<file path="src/rtl/hscale_pkg.sv">
// Shared encodings and helpers for the horizontal bilinear scaler.
// Build option HSCALE_ROUND_EN selects round-half-up instead of truncation.
`ifndef HSCALE_STEP_W
`define HSCALE_STEP_W(iw, fw) ((iw) + (fw))
`endif

package hscale_pkg;

  typedef enum logic [3:0] {
    ST_IDLE  = 4'b0001,
    ST_PRIME = 4'b0010,
    ST_RUN   = 4'b0100,
    ST_DRAIN = 4'b1000
  } state_t;

`ifdef HSCALE_ROUND_EN
  localparam bit ROUND_EN = 1'b1;
`else
  localparam bit ROUND_EN = 1'b0;
`endif

  // Half an LSB of the output in phase units, or zero when truncating.
  function automatic int unsigned hscale_round_k(input int unsigned frac_w);
    return ROUND_EN ? (32'd1 << (frac_w - 32'd1)) : 32'd0;
  endfunction

endpackage

</file>
<file path="src/rtl/hscale_lerp.sv">
// One channel of the interpolation datapath: stage 1 registers the two
// weighted products, stage 2 registers the rounded/truncated sum.
module hscale_lerp
  import hscale_pkg::*;
#(
  parameter int DATA_W = 8,
  parameter int FRAC_W = 8
) (
  input  logic              clk,
  input  logic              rst,
  input  logic              i_stall,
  input  logic [DATA_W-1:0] i_l,
  input  logic [DATA_W-1:0] i_r,
  input  logic [FRAC_W-1:0] i_frac,
  output logic [DATA_W-1:0] o_pix
);

  localparam int MW = DATA_W + FRAC_W + 1;
  localparam logic [MW-1:0] ROUND_K = MW'(hscale_round_k(FRAC_W));

  logic [MW-1:0] w_one;
  logic [MW-1:0] w_wl;
  logic [MW-1:0] w_wr;
  logic [MW-1:0] w_lx;
  logic [MW-1:0] w_rx;
  logic [MW-1:0] w_sum;
  logic [MW-1:0] r_pl;
  logic [MW-1:0] r_pr;
  logic [DATA_W-1:0] r_pix;

  // Weights are (2^FRAC_W - f) and f; with f = 0 the right product is zero.
  assign w_one = MW'(1) << FRAC_W;
  assign w_wr  = MW'(i_frac);
  assign w_wl  = w_one - w_wr;
  assign w_lx  = MW'(i_l);
  assign w_rx  = MW'(i_r);
  assign w_sum = r_pl + r_pr + ROUND_K;

  always_ff @(posedge clk or posedge rst) begin
    if (rst) begin
      r_pl  <= '0;
      r_pr  <= '0;
      r_pix <= '0;
    end else if (!i_stall) begin
      r_pl  <= w_lx * w_wl;
      r_pr  <= w_rx * w_wr;
      r_pix <= DATA_W'(w_sum >> FRAC_W);
    end
  end

  assign o_pix = r_pix;

endmodule

</file>
<file path="src/rtl/hscale_lerp_stream.sv">
// Streaming horizontal bilinear scaler: one source line in, cfg_tgt_width
// interpolated pixels out. Build option HSCALE_ROUND_EN enables rounding.
module hscale_lerp_stream
  import hscale_pkg::*;
#(
  parameter int DATA_W  = 8,
  parameter int CH      = 3,
  parameter int FRAC_W  = 8,
  parameter int INT_W   = 4,
  parameter int WIDTH_W = 11
) (
  input  logic                                   clk,
  input  logic                                   rst,
  input  logic [CH*DATA_W-1:0]                   in_data,
  input  logic                                   in_valid,
  output logic                                   in_ready,
  input  logic                                   in_eol,
  output logic [CH*DATA_W-1:0]                   out_data,
  output logic                                   out_valid,
  input  logic                                   out_ready,
  output logic                                   out_eol,
  input  logic [WIDTH_W-1:0]                     cfg_src_width,
  input  logic [WIDTH_W-1:0]                     cfg_tgt_width,
  input  logic [`HSCALE_STEP_W(INT_W, FRAC_W)-1:0] cfg_step,
  output logic                                   busy,
  output logic                                   err_eol
);

  localparam int PW  = CH * DATA_W;
  localparam int SW  = `HSCALE_STEP_W(INT_W, FRAC_W);
  localparam int AW  = INT_W + 1;
  localparam int PHW = AW + FRAC_W;

  state_t r_state;
  state_t w_state_next;

  logic [PW-1:0]      r_l;
  logic [PW-1:0]      r_r;
  logic [PW-1:0]      w_pix;
  logic [FRAC_W-1:0]  r_frac;
  logic [AW-1:0]      r_adv;
  logic [WIDTH_W-1:0] r_src_w;
  logic [WIDTH_W-1:0] r_tgt_w;
  logic [WIDTH_W-1:0] r_in_cnt;
  logic [WIDTH_W-1:0] r_out_cnt;
  logic [SW-1:0]      r_step;
  logic               r_exh;
  logic               r_err_eol;
  logic               r_busy;
  logic               r_v1;
  logic               r_eol1;
  logic               r_v2;
  logic               r_eol2;

  logic               w_stall;
  logic               w_issue;
  logic               w_shift;
  logic               w_acc;
  logic               w_in_rdy;
  logic               w_last_in;
  logic               w_last_out;
  logic [WIDTH_W-1:0] w_cnt_nx;
  logic [WIDTH_W-1:0] w_src_w;
  logic [PHW-1:0]     w_phase;

  // A held output freezes the whole pipeline and the issue logic.
  assign w_stall    = r_v2 && !out_ready;
  assign w_acc      = in_valid && in_ready;
  assign w_src_w    = (r_state == ST_IDLE) ? cfg_src_width : r_src_w;
  assign w_cnt_nx   = ((r_state == ST_IDLE) ? '0 : r_in_cnt) + WIDTH_W'(1);
  assign w_last_in  = (w_cnt_nx == w_src_w);
  assign w_last_out = ((r_out_cnt + WIDTH_W'(1)) == r_tgt_w);
  assign w_phase    = PHW'(r_frac) + PHW'(r_step);

  always_ff @(posedge clk or posedge rst) begin
    if (rst) begin
      r_state <= ST_IDLE;
    end else begin
      r_state <= w_state_next;
    end
  end

  always_comb begin
    w_state_next = r_state;
    w_in_rdy     = 1'b0;
    w_issue      = 1'b0;
    w_shift      = 1'b0;
    case (r_state)
      ST_IDLE: begin
        w_in_rdy = 1'b1;
        if (in_valid) w_state_next = ST_PRIME;
      end
      ST_PRIME: begin
        w_in_rdy = !r_exh;
        if (r_exh || in_valid) w_state_next = ST_RUN;
      end
      ST_RUN: begin
        if (r_adv != '0) begin
          w_in_rdy = !r_exh;
          w_shift  = r_exh || in_valid;
        end else if (!w_stall) begin
          w_issue = 1'b1;
          if (w_last_out) w_state_next = ST_DRAIN;
        end
      end
      ST_DRAIN: begin
        // Swallow the rest of the source line, then wait for the pipeline.
        w_in_rdy = !r_exh;
        if (r_exh && !r_v1 && !r_v2) w_state_next = ST_IDLE;
      end
      default: w_state_next = ST_IDLE;
    endcase
  end

  assign in_ready = w_in_rdy && !rst;

  always_ff @(posedge clk or posedge rst) begin
    if (rst) begin
      r_l       <= '0;
      r_r       <= '0;
      r_frac    <= '0;
      r_adv     <= '0;
      r_src_w   <= '0;
      r_tgt_w   <= '0;
      r_step    <= '0;
      r_in_cnt  <= '0;
      r_out_cnt <= '0;
      r_exh     <= 1'b0;
      r_err_eol <= 1'b0;
      r_busy    <= 1'b0;
      r_v1      <= 1'b0;
      r_eol1    <= 1'b0;
      r_v2      <= 1'b0;
      r_eol2    <= 1'b0;
    end else begin
      if (w_acc) begin
        r_in_cnt <= w_cnt_nx;
        r_exh    <= w_last_in || in_eol;
        if (in_eol != w_last_in) r_err_eol <= 1'b1;
      end
      if (r_state == ST_IDLE && in_valid) begin
        r_src_w   <= cfg_src_width;
        r_tgt_w   <= cfg_tgt_width;
        r_step    <= cfg_step;
        r_l       <= in_data;
        r_r       <= in_data;
        r_frac    <= '0;
        r_adv     <= '0;
        r_out_cnt <= '0;
        r_busy    <= 1'b1;
      end
      if (r_state == ST_PRIME && w_acc) begin
        r_r <= in_data;
      end
      // Once the source is exhausted R keeps its value, replicating the new L.
      if (w_shift) begin
        r_l   <= r_r;
        r_adv <= r_adv - AW'(1);
        if (!r_exh) r_r <= in_data;
      end
      if (w_issue) begin
        {r_adv, r_frac} <= w_phase;
        r_out_cnt       <= r_out_cnt + WIDTH_W'(1);
      end
      if (!w_stall) begin
        r_v1   <= w_issue;
        r_eol1 <= w_issue && w_last_out;
        r_v2   <= r_v1;
        r_eol2 <= r_eol1;
      end
      if (r_v2 && out_ready && r_eol2) begin
        r_busy <= 1'b0;
      end
    end
  end

  generate
    for (genvar gi = 0; gi < CH; gi++) begin : g_ch
      hscale_lerp #(
        .DATA_W(DATA_W),
        .FRAC_W(FRAC_W)
      ) u_lerp (
        .clk    (clk),
        .rst    (rst),
        .i_stall(w_stall),
        .i_l    (r_l[gi*DATA_W +: DATA_W]),
        .i_r    (r_r[gi*DATA_W +: DATA_W]),
        .i_frac (r_frac),
        .o_pix  (w_pix[gi*DATA_W +: DATA_W])
      );
    end
  endgenerate

  assign out_data  = w_pix;
  assign out_valid = r_v2;
  assign out_eol   = r_eol2;
  assign busy      = r_busy;
  assign err_eol   = r_err_eol;

endmodule

</file>
<file path="config.mk">
export PLATFORM = sky130hd
export DESIGN_NAME = hscale_lerp_stream
export DESIGN_NICKNAME = d
export VERILOG_FILES = /design/src/rtl/hscale_pkg.sv /design/src/rtl/hscale_lerp.sv /design/src/rtl/hscale_lerp_stream.sv
export SDC_FILE = /design/constraint.sdc
export NUM_CORES = 1
export LEC_CHECK = 0
export CAP_MARGIN = 25
export CORE_UTILIZATION = 60
export CTS_CLUSTER_SIZE = 8
export DETAILED_ROUTE_END_ITERATION = 7
export GPL_TIMING_DRIVEN = 0
export PLACE_DENSITY_LB_ADDON = 0.05
export SYNTH_ARGS = -nofsm -noshare
export SYNTH_HDL_FRONTEND = slang
export SYNTH_SLANG_ARGS = --single-unit
</file>
<file path="constraint.sdc">
create_clock -name clk -period 20.5 [get_ports clk]
set_clock_uncertainty 0.2 [all_clocks]
set_input_delay 2.05 -clock clk [delete_from_list [all_inputs] [get_ports clk]]
set_output_delay 2.05 -clock clk [all_outputs]
set_load 0.05 [all_outputs]
</file>
; Yosys cells after proc, flatten, opt, wreduce, memory -nomap -nowiden
; Index checks and enable logic that the tools add are counted.
[classes]
add_sub_neg = 8
n_mul = 6
n_eq_ne = 13
mux = 31
n_reduce_logical = 25
[ops]
columns = cell, n
row1 = 24-bit two-way mux, 6
row2 = 8-bit by 17-bit multiplier with 16-bit output, 3
row3 = 16-bit adder, 3
row4 = 8-bit by 8-bit multiplier with 16-bit output, 3
row5 = 11-bit two-way mux, 4
row6 = 4-bit two-way mux, 6
row7 = 11-bit by 1-bit adder with 11-bit output (second input constant), 2
row8 = 11-bit equality test, 2
row9 = 8-bit two-way mux, 2
row10 = 4-bit case mux with 4 select lines, 1
row11 = 5-bit two-way mux, 3
row12 = 8-bit by 12-bit adder with 13-bit output, 1
row13 = 2-bit != test (second input constant), 6
row14 = 1-bit logical AND, 10
row15 = 9-bit by 8-bit subtractor with 10-bit output (first input constant), 1
row16 = 1-bit two-way mux, 8
row17 = 6-bit AND reduction, 1
row18 = 2-bit nonzero test, 3
row19 = 1-bit logical NOT, 5
row20 = 5-bit nonzero test, 1
row21 = 5-bit by 1-bit subtractor with 5-bit output (second input constant), 1
row22 = 4-bit by 1-bit equality test with 1-bit output (second input constant), 1
row23 = 4-bit by 2-bit equality test with 1-bit output (second input constant), 1
row24 = 4-bit by 3-bit equality test with 1-bit output (second input constant), 1
row25 = other kinds (7), 8
[word_totals]
reg_bits = 248
in_bits = 63
output_inout_bits = 29
wordCells = 109

; Depth between registers and ports, before layout
[depth]
ltp_word = 9
ltp_mapped = 23
mapped_depth_nobuf = 21

; By module
; From an unflattened synthesis, not the netlist that was laid out.
[unflattened]
hier_cells = 2917
hier_area_um2 = 26412.8
[modules_own_cells]
columns = mod, instances, cells_per_inst, area_per_inst_um2, seq_area_each_um2
row1 = hscale_lerp (g_ch[1].u_lerp), 1, 758, 6725.2, 1001.0
row2 = hscale_lerp (g_ch[2].u_lerp), 1, 742, 6640.1, 1001.0
row3 = hscale_lerp_stream, 1, 704, 6625.1, 3204.3
row4 = hscale_lerp (g_ch[0].u_lerp), 1, 713, 6422.4, 1001.0

; Worst setup path before layout
; No wires, ideal clock.
[synth_path]
path_kind = in2reg
start = input rst
end = register r_r[10]
setup_ps = 125
arrival_ps = 8846
t_required_ps = 20175
setup_slack_ps = 11329
stages = 7
path_buffers = 2
path_cell_list = inv_1 nand2_1 or2_1 buf_6 o21ai_4 buf_6 mux2_4
[synth_via]
elab_chain_len = 7
[synth_lines]
columns = element, line
row1 = from (decl), hscale_lerp_stream.sv:13  ; input logic rst,
row2 = 1-bit logical NOT (no source line) (*), n/a
row3 = 1-bit logical AND (*), hscale_lerp_stream.sv:115  ; assign in_ready = w_in_rdy && !rst;
row4 = 1-bit logical AND (*), hscale_lerp_stream.sv:68  ; assign w_acc = in_valid && in_ready;
row5 = 1-bit logical AND (*), hscale_lerp_stream.sv:152  ; if (r_state == ST_PRIME && w_acc) begin
row6 = 24-bit two-way mux (*), hscale_lerp_stream.sv:152
row7 = 24-bit two-way mux, hscale_lerp_stream.sv:159  ; if (!r_exh) r_r <= in_data;
row8 = 24-bit two-way mux (*), hscale_lerp_stream.sv:156  ; if (w_shift) begin
row9 = to (signal assigned), hscale_lerp_stream.sv:146  ; r_r <= in_data;
row10 = to (signal assigned), hscale_lerp_stream.sv:153  ; r_r <= in_data;
row11 = to (signal assigned), hscale_lerp_stream.sv:159
row12 = to (decl), hscale_lerp_stream.sv:38  ; logic [PW-1:0] r_r;
; Mark *: on every way between the ends. The rest lies on a longest branch, timed or not.
; A chain may end at the register's enable or synchronous reset.

; Worst setup path after layout
[layout_path]
start = register r_frac[1]
end = register g_ch[1].u_lerp.r_pl[14]
[layout_via]
elab_chain_len = 2
[layout_lines]
columns = element, line
row1 = from (decl), hscale_lerp_stream.sv:40  ; logic [FRAC_W-1:0] r_frac;
row2 = from (signal assigned), hscale_lerp_stream.sv:162  ; {r_adv, r_frac} <= w_phase;
row3 = 9-bit by 8-bit subtractor with 10-bit output, hscale_lerp.sv:34  ; assign w_wl = w_one - w_wr;
row4 = 8-bit by 17-bit multiplier with 16-bit output, hscale_lerp.sv:45  ; r_pl <= w_lx * w_wl;
row5 = to (signal assigned), hscale_lerp.sv:45
row6 = to (decl), hscale_lerp.sv:27  ; logic [MW-1:0] r_pl;
; No other way between the ends.

==> results.ini <==
[drt]
vias_per_cell = 5.81
ant_nets = 0
vias = 19913
wirelength_um = 69700
dr.first_iter.drc_count = 1514
wire_per_inst_um = 20.4
drt_drc_violations_left = 0
drtPass1Iterations = 6

[clock_tree]
cts_tree = yes
cts_buffers = 38
cts_buffer_depth = 3
cts_hold_buf = 0
clkLatencyLatePin_ns = 0.55
htree_levels = 2
cts_setup_buffers = 0
path_clk_slew_ns = 0.05
cts.repair.resized = 0
clockRootBuffer = clkbuf_16
clock-sinks = 248

[yosys]
synth_enable_flop_cells = 0
synthesis.area_mm2 = 0.0249
synth_flop_cell = dfrtp_1
syn_area_per_cell_um2 = 9.06
ys_seq_area_share_pct = 24.9
yosysWarnings = 0
synth_cell_types = 66
syn_nets = 3312
syn-instance-count = 2749
async_flop_share_pct = 100
synth_seq_cells = 248

[floorplanning]
start_util_pct = 60.9
core_area_mm2 = 0.0409
dieArea_mm2 = 0.0423
fp-row-count = 74
top_level_ports = 92
dieWidth_um = 206
die_h_um = 206

[flow_run]
drv_cap = 0

[critical_path]
criticalPathCategory = flip-flop to flip-flop
crit_path_start_kind = flip-flop
worstSetupEndpointType = flip-flop
critPathMaxFanout = 10
worstPathRequired_ns = 20.78
arrival_ns = 7.22

[sta]
setup_tns_ns = 0
fmax_mhz = 144
worst_pin_slew_ns = 1.04
setup_violations = 0
post-route-period-util_pct = 33.9
hold_viol_final = 0
rsz0062_at_grt = no
maxSlewViolCount = 0
max-slew-margin-rel_pct = 30.7
period_needed_ns = 6.94

[final_layout]
final_nets = 3444
syn_to_final_growth_pct = 10.9
diodes = 0
drive_above_1_share_pct = 4.49

[grt]
grt_pass1_wl_um = 110000
antenna_found_initial = 2
grt_pass1_vias = 20154
grt_max_degree = 127
grt.overflow.total = 0
grt_use_total_pct = 34.3

[placement]
post-dp-hpwl_um = 54500
port_buffers = 90
gp_congestion = 0.954

[run_status]
status = finished, final reports clean

[worst_hold_path]
hold_class = flip-flop to flip-flop

-- critical path, cell delays in order, from the launching register on --
cell and delay [ns]:
dfrtp_1 0.42, clkbuf_1 0.40, inv_1 0.12, ha_1 0.25
nand2_1 0.08, xor2_1 0.54, clkbuf_1 0.59, nand2_1 0.16
fa_1 0.51, fa_1 0.55, inv_1 0.05, fa_1 0.47
inv_1 0.05, fa_1 0.48, inv_1 0.04, ha_1 0.33
a31oi_1 0.15, o311ai_0 0.51, a21oi_1 0.17, xnor2_1 0.52
mux2_2 0.26
-- cell type report --
class,count,area (um^2)
plain buffers,131,522
clock buffers,49,1020
clock inverters,4,66.3
fillers,3359,13300
inverters,342,1290
multi-input cells,2028,16900
flip-flops and latches,248,6210
well taps,532,666
repair buffers,92,943
-- layout by cell type, fill, tap and decap left out, drive strengths merged, types with 3 or more instances in the layout --
| cell type | Yosys | layout |
|---|---|---|
| a211oi | 8 | 8 |
| a21o | 27 | 27 |
| a21oi | 143 | 143 |
| a31oi | 6 | 6 |
| a41oi | 3 | 3 |
| and2 | 237 | 237 |
| and3 | 17 | 17 |
| buf | 33 | 35 |
| clkbuf | 98 | 147 |
| clkdlybuf4s50 | 0 | 90 |
| dfrtp | 247 | 247 |
| fa | 232 | 232 |
| ha | 268 | 268 |
| inv | 342 | 344 |
| mux2 | 63 | 63 |
| mux2i | 23 | 23 |
| nand2 | 375 | 375 |
| nand2b | 8 | 8 |
| nand3 | 52 | 52 |
| nand3b | 3 | 3 |
| nand4 | 10 | 10 |
| nor2 | 144 | 144 |
| nor2b | 17 | 17 |
| nor3 | 33 | 33 |
| nor3b | 3 | 3 |
| nor4 | 7 | 7 |
| o2111ai | 5 | 5 |
| o21a | 12 | 12 |
| o21ai | 115 | 115 |
| o21bai | 8 | 8 |
| o221ai | 3 | 3 |
| o22ai | 5 | 5 |
| o311ai | 3 | 3 |
| o31ai | 20 | 20 |
| o41ai | 9 | 9 |
| or3 | 10 | 10 |
| xnor2 | 73 | 73 |
| xor2 | 59 | 59 |
-- metrics by stage --
step / util (%) / cell area (um^2) / cells / hold slack [ns] / setup slack [ns]
floorplan: - / 24900 / 2749 / 0.238 / 11.33
global placement: 64.7 / 26500 / 3371 / 0.246 / 7.99
detailed placement: 64.8 / 26500 / 3373 / 0.253 / 13.72
CTS: 67.5 / 27600 / 3426 / 0.275 / 13.67
global route: 67.5 / 27600 / 3426 / 0.288 / 13.32
finish: 67.5 / 27600 / 3426 / 0.265 / 13.56
-- final timing paths --
kind | depth (start not counted) | end | startpoint | slack (ns)
setup / recovery | 20 | g_ch[1].u_lerp.r_pl[14] | r_frac[1] | 13.56
max in group asynchronous | 3 | g_ch[1].u_lerp.r_pl[13] | rst | 17.02
min in group asynchronous | 2 | r_step[5] | rst | 1.91
setup reg to reg | 20 | g_ch[1].u_lerp.r_pl[14] | r_frac[1] | 13.56
hold reg to reg | 2 | g_ch[1].u_lerp.o_pix[1] | g_ch[1].u_lerp.o_pix[1] | 0.26
hold / removal | 2 | g_ch[1].u_lerp.o_pix[1] | g_ch[1].u_lerp.o_pix[1] | 0.26
-- layer usage --
metal / track usage, % / part of all wire [%]
met3: 5.42 / 6.7
met4: 16.4 / 5.2
met1: 43.2 / 40
met5: 0 / 0.020
met2: 57.5 / 48
-- cell families after synthesis --
| kind of cell | after synthesis | synth area share (%) |
|---|---|---|
| adder cells (fa/ha/maj) | 500 | 32.1 |
| XOR/XNOR | 132 | 4.64 |
| AND/OR/NAND/NOR | 922 | 17.6 |
| flip-flops | 248 | 24.9 |
| buffers and inverters | 473 | 7.25 |
| AO/OA/AOI/OAI | 388 | 9.37 |
| multiplexers | 86 | 4.07 |
-- state kept, by name, indices dropped and copies added (netlist names), 4 cells and up --
signal             cells
r_r                   24
r_step                12
g_ch.u_lerp.o_pix     24
r_in_cnt              11
r_frac                 8
r_src_w               11
g_ch.u_lerp.r_pr      48
r_state                4
g_ch.u_lerp.r_pl      48
r_adv                  5
r_l                   24
r_out_cnt             11
r_tgt_w               11
-- Yosys cell counts, types with 17 or more instances --
library cell | n | area, um^2
mux2i_1 | 23 | 230
buf_1 | 29 | 109
and3_1 | 17 | 106
xor2_1 | 59 | 517
xnor2_1 | 73 | 639
nor2b_1 | 17 | 106
inv_1 | 342 | 1280
clkbuf_1 | 93 | 349
a21oi_1 | 141 | 706
ha_1 | 268 | 3350
mux2_2 | 43 | 484
fa_1 | 232 | 4640
nand2_1 | 375 | 1410
nor2_1 | 144 | 541
mux2_4 | 20 | 300
o21ai_0 | 113 | 566
dfrtp_1 | 247 | 6180
nor3_1 | 32 | 160
o31ai_1 | 20 | 150
nand3_1 | 52 | 260
a21o_1 | 27 | 203
and2_1 | 237 | 1480
Power is not shown: default switching activity piles up to over one toggle a cycle in this logic, so the estimate is an artifact.
